File: config.mk
export PLATFORM = sky130hd
export DESIGN_NAME = par_seri_tx_flat
export DESIGN_NICKNAME = d
export VERILOG_FILES = /design/src/rtl/par_seri_tx_if.sv /design/src/rtl/par_seri_tx.sv /design/src/flat_wrapper.sv
export SDC_FILE = /design/constraint.sdc
export NUM_CORES = 1
export LEC_CHECK = 0
export CAP_MARGIN = 10
export CORE_MARGIN = 3
export CORE_UTILIZATION = 46
export CTS_CLUSTER_SIZE = 40
export DETAILED_ROUTE_END_ITERATION = 16
export DONT_BUFFER_PORTS = 1
export PLACE_DENSITY = 0.7
export SETUP_SLACK_MARGIN = 0.1
export SYNTH_ARGS = -nofsm -noshare
export SYNTH_HDL_FRONTEND = slang
export SYNTH_SLANG_ARGS = --single-unit
File: constraint.sdc
create_clock -name ck -period 5.4 [get_ports ck]
set_clock_uncertainty 0.2 [all_clocks]
set_input_delay 0.81 -clock ck [delete_from_list [all_inputs] [get_ports ck]]
set_output_delay 0.81 -clock ck [all_outputs]
set_load 0.01 [all_outputs]
File: src/rtl/par_seri_tx_if.sv
// par_seri_tx_if -- parallel word handshake between a word source and par_seri_tx.
//   d_valid : source -> serializer, d carries a word to send
//   d       : source -> serializer, parallel data word (WIDTH bits)
//   d_ready : serializer -> source, a word can be accepted this cycle
// Modports: master (word source), slave (serializer).
interface par_seri_tx_if #(
  parameter int WIDTH = 4
) ();
  logic             d_valid;
  logic [WIDTH-1:0] d;
  logic             d_ready;

  modport master (output d_valid, output d, input d_ready);
  modport slave  (input d_valid, input d, output d_ready);
endinterface

File: src/rtl/par_seri_tx.sv
// par_seri_tx -- parallel-to-serial transmitter with a single-entry holding
// buffer so back-to-back words stream without idle cycles.
// Ports:
//   ck    : clock, rising edge active
//   res   : asynchronous active-low reset
//   clr   : synchronous abort, drops the current frame and the holding buffer
//   din   : par_seri_tx_if.slave word handshake (d_valid, d, d_ready)
//   so    : serial data bit, 0 whenever en is 0
//   en    : so valid / downstream shift enable
//   done  : high during the cycle the last bit of a frame is presented
// Parameters: WIDTH (2..16), MSB_FIRST (1 = MSB first, 0 = LSB first).
// Optional feature: define PAR_SERI_PARITY_EN to append an even-parity bit
// to every frame.
module par_seri_tx #(
  parameter int WIDTH     = 4,
  parameter bit MSB_FIRST = 1'b1
) (
  input  logic           ck,
  input  logic           res,
  input  logic           clr,
  par_seri_tx_if.slave   din,
  output logic           so,
  output logic           en,
  output logic           done
);

`ifdef PAR_SERI_PARITY_EN
  localparam int FL = WIDTH + 1;
`else
  localparam int FL = WIDTH;
`endif
  localparam int CW = $clog2(FL + 1);

  typedef enum logic {IDLE, SHIFT} state_t;

  state_t           state;
  logic [WIDTH-1:0] sh;
  logic [WIDTH-1:0] hold;
  logic             hold_full;
  logic [CW-1:0]    cnt;        // bits still to present after the current one
`ifdef PAR_SERI_PARITY_EN
  logic             par;
`endif

  logic             accept;
  logic             last;
  logic             do_load;
  logic [WIDTH-1:0] ld_word;
  logic [WIDTH-1:0] ld_rest;
  logic             ld_bit;
  logic [WIDTH-1:0] sh_next;
  logic             nxt_bit;

  assign din.d_ready = ~hold_full;

  always_comb begin
    accept  = din.d_valid & ~hold_full;
    last    = (state == SHIFT) && (cnt == '0);
    // A frame starts from idle on accept, or at the last-bit edge from the
    // holding buffer (priority) or a same-edge accept, giving gapless frames.
    do_load = ((state == IDLE) && accept) || (last && (hold_full || accept));
    ld_word = hold_full ? hold : din.d;
    if (MSB_FIRST) begin
      ld_bit  = ld_word[WIDTH-1];
      ld_rest = ld_word << 1;
      nxt_bit = sh[WIDTH-1];
      sh_next = sh << 1;
    end else begin
      ld_bit  = ld_word[0];
      ld_rest = ld_word >> 1;
      nxt_bit = sh[0];
      sh_next = sh >> 1;
    end
`ifdef PAR_SERI_PARITY_EN
    if (cnt == CW'(1)) nxt_bit = par;
`endif
  end

  always_ff @(posedge ck or negedge res) begin
    if (!res) begin
      state     <= IDLE;
      so        <= 1'b0;
      en        <= 1'b0;
      done      <= 1'b0;
      sh        <= '0;
      hold      <= '0;
      hold_full <= 1'b0;
      cnt       <= '0;
`ifdef PAR_SERI_PARITY_EN
      par       <= 1'b0;
`endif
    end else if (clr) begin
      state     <= IDLE;
      so        <= 1'b0;
      en        <= 1'b0;
      done      <= 1'b0;
      sh        <= '0;
      hold_full <= 1'b0;
      cnt       <= '0;
    end else if (do_load) begin
      state     <= SHIFT;
      so        <= ld_bit;
      en        <= 1'b1;
      done      <= 1'b0;
      sh        <= ld_rest;
      cnt       <= CW'(FL - 1);
      hold_full <= 1'b0;
`ifdef PAR_SERI_PARITY_EN
      par       <= ^ld_word;
`endif
    end else if (last) begin
      state <= IDLE;
      so    <= 1'b0;
      en    <= 1'b0;
      done  <= 1'b0;
    end else if (state == SHIFT) begin
      so   <= nxt_bit;
      sh   <= sh_next;
      cnt  <= cnt - CW'(1);
      done <= (cnt == CW'(1));
      if (accept) begin
        hold      <= din.d;
        hold_full <= 1'b1;
      end
    end
  end

endmodule

File: src/flat_wrapper.sv
// flat-port wrapper written by rule: the top's interface ports become plain ports
module par_seri_tx_flat 
#(
  parameter int WIDTH     = 4,
  parameter bit MSB_FIRST = 1'b1
)
  (ck, res, clr, so, en, done, din_d_valid, din_d, din_d_ready);
  par_seri_tx_if #(.WIDTH(WIDTH)) din_i ();
  input  logic ck;
  input  logic res;
  input  logic clr;
  output logic so;
  output logic en;
  output logic done;
  input wire logic [$bits(din_i.d_valid)-1:0] din_d_valid;
  input wire logic [$bits(din_i.d)-1:0] din_d;
  output wire logic [$bits(din_i.d_ready)-1:0] din_d_ready;
  assign din_i.d_valid = din_d_valid;
  assign din_i.d = din_d;
  assign din_d_ready = din_i.d_ready;
  par_seri_tx #(.WIDTH(WIDTH), .MSB_FIRST(MSB_FIRST)) u_core (.ck(ck), .res(res), .clr(clr), .din(din_i), .so(so), .en(en), .done(done));
endmodule
==> metrics.md <==
| Metric | Value |
|---|---|
| Status | completed |
| Final worst slack | 3.08 ns |
| Worst hold start | u_core.hold[1] |
| Register bit total from synthesis | 14 |
| Die Wd | 47.6 um |
| Period Utilization, post-route | 43.0% |
| Yosys top cell area share | 44.0% |
| Wire length per cell | 17.2 um |
| Drt first pass iters | 4 |
| Kind of critical path | register to register |
| Total net switching power | 74.1 uW |
| Worst Path Arrival | 2.28 ns |
| Sw frac | 27.2% |
| Cts repair resizes | 0 |
| Comb power frac | 21.0% |
| Final Hold Viols | 0 |
| Clock root buffer | clkbuf_4 |
| CP Launch Type | register |
| Total wire length | 1480 um |
| Largest net degree at the start of global routing | 14 |
| Cts bufs inserted | 3 |
| Final HPWL DP | 1080 um |
| PD cells | 326 mW/mm^2 |
| Vias per std cell | 6.13 |
| Hold Buf Count CTS | 1 |
| First-pass GRT wire length | 2420 um |
| Share of the yosys chip area belonging to registers | 44.0% |
| Mapped Area | 797 sq um |
| Fin util | 53.1% |
| Tightest Pin Transition | 0.580 ns |
| Post-route ant nets | 0 |
| Syn_nets | 80 |
| CTS Buffer Depth | 2 |
| Cell variety after synth | 29 |
| Slew HR | 61.3% |
| Total Nets Final | 82 |
| HP Class | register to register |
| FF-to-FF Start | u_core.cnt[0] |
| Internal power | 199 uW |
| Tmin final | 2.32 ns |
| Setup violators final | 0 |
| Ant diodes | 0 |
| H-Tree Depth | 1 |
| RD Place Congestion | 0.788 |
| Die Height | 47.6 um |
| Area Overhead vs Synth | 5.02% |
| Iteration-0 DRC Markers | 15 |
| Setup TNS | 0 ns |
| LEAKAGE | 0.369 nW |
| GRT Overall Usage | 15.8% |
| Total of max-cap violations | 0 |
| Clock sinks | 14 |
| Fmax | 0.431 GHz |
| Clock transition at path regs | 0.07 ns |
| Row count | 14 |
| Reg power frac | 51.6% |
| Core area | 0.00158 sq mm |
| Starting Density | 50.6% |
| Via count | 527 |
| Fin. max-slew vios | 0 |
| Crit path max fanout | 10 |
| DP Worst Slack | 3.09 ns |
| Peak supply drop | 0.239 mV |
| GRT Residual Overflow | 0 |
| IO buf count | 0 |
| Syn Inst Count | 69 |
| DRC Markers | 0 |
| RSZ-0062 raised after global routing | no |
| Mapped Avg Cell Area | 11.6 sq um |
| Share of cells above drive strength 1 | 20.0% |
| Crit. End Element | register |
| CTS tree | built |
| Post-CTS setup repair buffer count | 0 |
| Top cells by area, synth | dfrtp_1, mux2_4, mux2i_1 |
| Cell taking the most area after synthesis | dfrtp_1 |
| Worst setup path start | u_core.cnt[0] |
| Clock share of power | 27.4% |
| Clk Latency, worst-skew pair | 0.28 ns |
| Die area | 0.00227 sq mm |
| CP Data Required Time | 5.36 ns |
| Initial antenna violation count | 0 |
| I/O pin count | 12 |
| Ys Warns | 0 |
| Vias in the first global route | 494 |
[through the flow]
stage,cells,instance area [sq um],hold WS (ns),power (mW)
global route,86,837,0.332,0.289
global placement,80,781,0.310,0.195
CTS,85,827,0.0105,0.274
floorplan,69,797,0.282,0.189
finish,86,837,0.314,0.273
detailed placement,80,781,0.299,0.197
[power groups by stage]
stage / registers [mW] / logic (mW) / clock network [mW]
after floorplan: 0.135 / 0.0536 / 0
after global placement: 0.142 / 0.0533 / 0
after detailed placement: 0.142 / 0.0545 / 0
after CTS: 0.140 / 0.0564 / 0.0769
after global routing: 0.143 / 0.0637 / 0.0829
final: 0.141 / 0.0574 / 0.0747
[state kept, by name, summed over array words and instances (netlist names)]
name and cells:
u_core.hold_full 1, u_core.cnt 3, u_core.hold 4, u_core.done 1, u_core.so 1, u_core.en 1, u_core.sh 3
[worst paths after layout]
check                                 end  slack (ns)  cells past startpoint
setup / recovery           u_core.hold[1]        3.08                      6
hold / removal             u_core.hold[1]        0.31                      1
setup reg to reg           u_core.hold[1]        3.08                      6
hold reg to reg            u_core.hold[1]        0.31                      1
max in group asynchronous       u_core.so        4.09                      1
min in group asynchronous    u_core.sh[2]        0.64                      1
[layout make-up]
class                      count  area [sq um]
sequential                    14           350
tap                           16          20.0
clock buffer                   4          36.3
inverter                       5          18.8
multi-input combinational     45           392
fill                         129           739
timing repair buffer           2          20.0
[cells in the mapped netlist]
| cell | n |
|---|---|
| nor3_1 | 1 |
| inv_2 | 1 |
| buf_6 | 2 |
| a2bb2oi_1 | 1 |
| ha_1 | 3 |
| nand4_1 | 2 |
| inv_1 | 4 |
| nand2b_1 | 3 |
| buf_2 | 2 |
| a32o_1 | 1 |
| or3_4 | 1 |
| nor2b_1 | 3 |
| and3_4 | 1 |
| a22o_1 | 1 |
| nor2_1 | 4 |
| mux2i_1 | 5 |
| a2111oi_0 | 1 |
| nor2b_4 | 1 |
| a211oi_1 | 2 |
| or3_1 | 1 |
| mux2_4 | 4 |
| a21oi_1 | 3 |
| a21o_1 | 1 |
| dfrtp_1 | 14 |
| a221oi_1 | 1 |
| clkbuf_1 | 1 |
| nand3_1 | 2 |
| o221ai_2 | 2 |
| a311oi_1 | 1 |
[logic make-up after synthesis]
logic type | synth area share [%]
muxes | 13.8
AOI/OAI and AO/OA | 15.2
and+or+nand+nor | 15.4
DFF | 44.0
adders and majority gates | 4.71
buffers and inverters | 6.91
[worst max-delay path: stages, from the launching register on]
cell and delay, ns:
dfrtp_1 0.37, inv_1 0.07, ha_1 0.19, ha_1 0.25, nor2b_1 0.49, and3_4 0.33
mux2_4 0.31
[layer usage]
| metal | vias to the layer above | routed length (um) | GRT usage [%] | share of wire (%) |
|---|---|---|---|---|
| li1 | 253 | - | - | - |
| met4 | 0 | 14 | 4.84 | 0.95 |
| met1 | 251 | 676 | 20.5 | 46 |
| met3 | 2 | 146 | 8.65 | 9.9 |
| met5 | - | 0 | 0 | 0 |
| met2 | 21 | 637 | 22.7 | 43 |
[cells in the final DEF (no fill, tap or decap), drive strengths merged]
master       Yosys  layout
clkbuf           1       4
a2bb2oi          1       1
inv              5       5
a22o             1       1
nor3             1       1
and3             1       1
a32o             1       1
nand3            2       2
o221ai           2       2
nor2             4       4
a311oi           1       1
a21oi            3       3
nand4            2       2
dlygate4sd3      0       2
mux2i            5       5
a2111oi          1       1
a21o             1       1
a221oi           1       1
dfrtp           14      14
a211oi           2       2
ha               3       3
nand2b           3       3
mux2             4       4
or3              2       2
nor2b            4       4
Power figures use the tool's default switching activity.
